## src/rtl/dma_channel_arbiter_pkg.sv

```systemverilog
// rtl/dma_channel_arbiter_pkg.sv - shared constants and FSM encoding for the DMA channel arbiter
package dma_channel_arbiter_pkg;

    localparam int NCH = 4;

    localparam int CMD_DIS     = 2;
    localparam int CMD_ROT     = 4;
    localparam int CMD_DREQ_LO = 6;
    localparam int CMD_DACK_HI = 7;

    typedef enum logic [1:0] {
        ST_IDLE      = 2'd0,
        ST_WAIT_HLDA = 2'd1,
        ST_GRANT     = 2'd2,
        ST_RELEASE   = 2'd3
    } arbState_t;

endpackage

```

## src/rtl/dma_prio_enc.sv

```systemverilog
// rtl/dma_prio_enc.sv - combinational rotating priority encoder, ptr names the highest-priority channel
module dma_prio_enc
    import dma_channel_arbiter_pkg::*;
(
    input  logic [NCH-1:0] pend,
    input  logic [1:0]     ptr,
    output logic           any,
    output logic [1:0]     win
);

    logic [1:0] idx;

    // Scan from lowest to highest priority so the highest-priority hit is written last
    always_comb begin
        any = 1'b0;
        win = ptr;
        idx = ptr;
        for (int k = NCH - 1; k >= 0; k--) begin
            idx = ptr + 2'(k);
            if (pend[idx]) begin
                any = 1'b1;
                win = idx;
            end
        end
    end

endmodule

```

## src/rtl/dma_channel_arbiter.sv

```systemverilog
// rtl/dma_channel_arbiter.sv - DREQ/software request arbiter with HRQ/HLDA handshake and DACK generation
module dma_channel_arbiter #(
    parameter int NCH       = 4,
    parameter int DREQ_SYNC = 1
) (
    input  logic           CLK,
    input  logic           RESET,
    input  logic [NCH-1:0] DREQ,
    input  logic [7:0]     commandReg,
    input  logic [7:0]     requestReg,
    input  logic [7:0]     maskReg,
    input  logic           HLDA,
    input  logic           svcDone,
    output logic           HRQ,
    output logic [NCH-1:0] DACK,
    output logic           grantValid,
    output logic [1:0]     grantCh
);
    import dma_channel_arbiter_pkg::*;

    localparam logic [1:0] IDLE      = ST_IDLE;
    localparam logic [1:0] WAIT_HLDA = ST_WAIT_HLDA;
    localparam logic [1:0] GRANT     = ST_GRANT;
    localparam logic [1:0] RELEASE   = ST_RELEASE;

    logic [1:0]     state;
    logic [1:0]     pointer;
    logic [NCH-1:0] dackOn;
    logic [NCH-1:0] syncStage [2];
    logic [NCH-1:0] syncDREQ;
    logic [NCH-1:0] pend;
    logic [1:0]     encPtr;
    logic [1:0]     win;
    logic           anyPend;
    logic           unusedBits;

    always_ff @(posedge CLK or posedge RESET) begin
        if (RESET) begin
            syncStage[0] <= '0;
            syncStage[1] <= '0;
        end else begin
            syncStage[0] <= DREQ;
            syncStage[1] <= syncStage[0];
        end
    end

    assign syncDREQ = (DREQ_SYNC == 2) ? syncStage[1] : syncStage[0];

    // Software requests bypass both the mask and the DREQ polarity
    assign pend = ((syncDREQ ^ {NCH{commandReg[CMD_DREQ_LO]}}) & ~maskReg[NCH-1:0])
                | requestReg[NCH-1:0];

    assign encPtr = commandReg[CMD_ROT] ? pointer : 2'd0;

    dma_prio_enc u_prioEnc (
        .pend (pend),
        .ptr  (encPtr),
        .any  (anyPend),
        .win  (win)
    );

    always_ff @(posedge CLK or posedge RESET) begin
        if (RESET) begin
            state      <= IDLE;
            pointer    <= 2'd0;
            grantValid <= 1'b0;
            grantCh    <= 2'd0;
            dackOn     <= '0;
        end else begin
            case (state)
                IDLE: begin
                    if (anyPend && !commandReg[CMD_DIS])
                        state <= WAIT_HLDA;
                end
                WAIT_HLDA: begin
                    if (HLDA) begin
                        if (anyPend) begin
                            state      <= GRANT;
                            grantValid <= 1'b1;
                            grantCh    <= win;
                            dackOn     <= NCH'(1) << win;
                        end else begin
                            state <= RELEASE;
                        end
                    end
                end
                GRANT: begin
                    // Only svcDone ends a grant; request and command changes are ignored here
                    if (svcDone) begin
                        state      <= RELEASE;
                        grantValid <= 1'b0;
                        dackOn     <= '0;
                        pointer    <= grantCh + 2'd1;
                    end
                end
                RELEASE: begin
                    if (!HLDA)
                        state <= IDLE;
                end
                default: state <= IDLE;
            endcase
        end
    end

    // Decoded from state so reset drops HRQ without waiting for an edge
    assign HRQ  = (state == WAIT_HLDA) || (state == GRANT);
    assign DACK = dackOn ^ {NCH{~commandReg[CMD_DACK_HI]}};

    assign unusedBits = ^{commandReg[5], commandReg[3], commandReg[1:0],
                          requestReg[7:4], maskReg[7:4]};

endmodule

```

## config.mk

```make
export PLATFORM = sky130hd
export DESIGN_NAME = dma_channel_arbiter
export DESIGN_NICKNAME = d
export VERILOG_FILES = /design/src/rtl/dma_channel_arbiter_pkg.sv /design/src/rtl/dma_prio_enc.sv /design/src/rtl/dma_channel_arbiter.sv
export SDC_FILE = /design/constraint.sdc
export NUM_CORES = 1
export LEC_CHECK = 0
export BUFFER_PORTS_ARGS = -buffer_cell sky130_fd_sc_hd__buf_2
export CORE_MARGIN = 5
export CORE_UTILIZATION = 42
export DETAILED_ROUTE_END_ITERATION = 12
export PLACE_DENSITY = 0.69
export REMOVE_ABC_BUFFERS = 1
export SKIP_LAST_GASP = 1
export SLEW_MARGIN = 40
export SYNTH_ARGS = -nofsm -noshare
export SYNTH_HDL_FRONTEND = slang
export SYNTH_SLANG_ARGS = --single-unit
```

## constraint.sdc

```tcl
create_clock -name CLK -period 2.5 [get_ports CLK]
set_input_delay 0.5 -clock CLK [delete_from_list [all_inputs] [get_ports CLK]]
set_output_delay 0.5 -clock CLK [all_outputs]
set_load 0.05 [all_outputs]
```

==> metrics.md <==
| Metric | Value |
|---|---|
| Outcome | `finished, final reports clean` |
| PostCTS Resize Cnt | `0` |
| CP required | `2.74 ns` |
| RSZ-0062 raised after global routing | `no` |
| Worst Setup EP | `dackOn[1]$_DFFE_PP0P_` |
| Top post-synthesis cells by area | `dfrtp_1 32%, o21ai_0 6.1%, ha_1 5.4%` |
| # clock sinks | `15` |
| Initial DRT Pass Iterations | `4` |
| Final WL | `2534 µm` |
| Setup TNS | `0 ns` |
| Clock Skew | `0.005066 ns` |
| FF-to-FF End | `dackOn[1]$_DFFE_PP0P_` |
| Clk buf depth | `2` |
| Worst hold slack | `0.2388 ns` |
| Root buffer cell | `clkbuf_4` |
| Via density | `5.646` |
| Async set or reset register ratio after synthesis | `100.0%` |
| Vias | `~1.0k` |
| Share of layout cells above drive strength 1 | `33.33%` |
| Gr ovfl total | `0` |
| Synthesized area | `1157 µm²` |
| Commonest non-fill, non-tap cell in the layout | `buf_2` |
| Mapped Cells | `122` |
| EDFF count, synth | `0` |
| Area leader, netlist | `dfrtp_1` |
| Placed cells | `174` |
| Diode count | `0` |
| Multi-input gate area | `709.4 µm²` |
| Min Clock Period, post-route | `between 2 and 2.5 ns` |
| Final-report setup violation count | `0` |
| Max VDD drop | `649.3 µV` |
| Register area | `375.4 µm²` |
| Relative slew slack | `62.41%` |
| Sequential element share of the synthesized area | `32.43%` |
| # H-tree levels | `1` |
| First-pass GRT wire length | `about 4200 µm` |
| # IOs | `40` |
| Slew Viols, Final | `0` |
| Period utilization | `81.60%` |
| Worst-Skew Late Latency | `between 0.2 and 0.3 ns` |
| Final Worst Setup Slack | `0.4601 ns` |
| Internal Power | `between 600 and 700 µW` |
| Share of the synthesized area in the top cell type | `32.43%` |
| Post-CTS setup buffer count | `0` |
| Fillers | `264` |
| LEAKAGE | `~0.00060 µW` |
| Largest net degree at the start of global routing | `16` |
| CTS tree | `yes` |
| Layout Nets | `roughly 190` |
| Setup CP Type | `flip-flop to flip-flop` |
| Setup slack at placement | `0.2127 ns` |
| Initial antenna violation count | `0` |
| Vias in the first global route | `939` |
| Number of distinct library cells after synthesis | `48` |
| Worst-Margin Slew | `0.5633 ns` |
| Port Buffer Count | `27` |
| Crit. End Element | `flip-flop` |
| DP HPWL | `1973 µm` |
| HP Class | `input pin to async pin` |
| Switching fraction of total power | `just over 50%` |
| CTS buffer count | `3` |
| Switching component of the power | `739.0 µW` |
| Rows | `19` |
| # DRC | `0` |
| Critical path launch point | `syncDREQ[0]$_DFF_PP0_` |
| CP max FO | `11` |
| Per-cell routed wire length | `14.24 µm` |
| Worst Path Arrival | `2.28 ns` |
| Area Growth Syn to Fin | `14.05%` |
| Yosys reg bits | `15` |
| Yosys warnings | `0` |
| Worst R2R Setup Slack | `0.46 ns` |
| Chip height | `62.50 µm` |
| Seq pwr share | `29.5%` |
| CTS Hold Bufs | `0` |
| Starting Density | `43.08%` |
| Placeable Area | `2686 µm²` |
| Max-Cap Viols | `0` |
| Post-route antenna net violation count | `0` |
| Avg Inst Size Synth | `9.487 µm²` |
| Clk slew on worst S/H paths | `0.09 ns` |
| Finished Layout Cells | `178` |
| Fmax | `490.2 MHz` |
| Clock power share | `10.1%` |
| PwrDens | `1080 nW/µm²` |
| Routability cong. | `between 0.7 and 0.8` |
| FF-to-FF Start | `syncDREQ[0]$_DFF_PP0_` |
| Primary FF master, synth | `dfrtp_1` |
| Fin. Hold Viols | `0` |
| Worst Setup Start Kind | `flip-flop` |
| Die Wd | `62.50 µm` |
| Tot GR Track Use | `12.88%` |
| DRC violation total after the first TritonRoute iteration | `63` |
| Die ar. | `slightly below 4000 µm²` |
| Logic pwr share | `between 60 and 70%` |
| Reg2reg path depth | `6` |
| Most frequent cells in the layout | `27 x buf_2, 15 x dfrtp_1, 14 x o21ai_0` |
worst max-delay path, cell delays in order, from the launching register on:
cell      delay, ns
dfrtp_1        0.45
xnor2_4        0.16
o21bai_2       0.39
a211o_2        0.21
o311ai_1       0.11
a21oi_1        0.42
a32o_1         0.25
power groups by stage:
stage                     Sequential (µW)  Clock (µW)  Combinational, µW
after floorplan                       478           0                615
after global placement                418           0                836
after detailed placement              423           0                864
after CTS                             417         150                868
after global routing                  431         162                935
final                                 420         144                862
cells in the mapped netlist, drive strengths merged, types with 2 or more instances:
cell,instances
dfrtp,15
o21ai,15
nand2,12
xnor2,9
inv,7
nor2,6
a21oi,5
buf,5
ha,5
o21bai,3
a211o,2
a211oi,2
a21o,2
a32o,2
and2b,2
clkbuf,2
mux2,2
nand3,2
nand3b,2
nor2b,2
o311ai,2
o31ai,2
o41ai,2
worst min-delay path by stage:
stage,from,end,cells after the start
3_3_place_gp,dackOn[2]$_DFFE_PP0P_,dackOn[2]$_DFFE_PP0P_,2
2_1_floorplan,RESET,dackOn[0]$_DFFE_PP0P_,1
5_1_grt,RESET,grantValid$_DFFE_PP0P_,2
3_5_place_dp,dackOn[2]$_DFFE_PP0P_,dackOn[2]$_DFFE_PP0P_,2
4_1_cts,RESET,grantValid$_DFFE_PP0P_,2
6_report,RESET,grantValid$_DFFE_PP0P_,2
sequential cells by signal, summed over array words and instances (netlist names):
signal / flops
grantCh: 2
grantValid: 1
dackOn: 4
pointer: 2
syncDREQ: 4
state: 2
metrics by stage:
step	utilization (%)	instance area, µm²	total power, µW
floorplan	-	1111	1093
global placement	48.11	1292	1254
detailed placement	48.11	1292	1287
CTS	49.14	1320	1435
global route	49.14	1320	1527
finish	49.14	1320	1426
final cells by class:
cell class                      instances  area share, %
Clock buffer                            3          1.706
Clock inverter                          1         0.3791
Inverter                                7          1.991
Multi-Input combinational cell         93          53.74
Sequential cell                        15          28.44
Tap cell                               31          2.938
Timing Repair Buffer                   28          10.81
logic make-up after synthesis:
group | synth area share [%]
compound gates | 29.84
xor+xnor | 9.730
fa+ha+maj | 5.405
buf+inv | 6.269
flops | 32.43
mux | 3.135
simple gates | 13.19
layer usage:
metal	wire length [µm]	part of all wire [%]	global-route usage (%)
met1	1120	44	16.20
met2	1252	49	21.89
met3	118	4.7	1.619
met4	43	1.7	5.570
met5	0	0	0
Note: power is estimated with default switching activity, not from simulation.
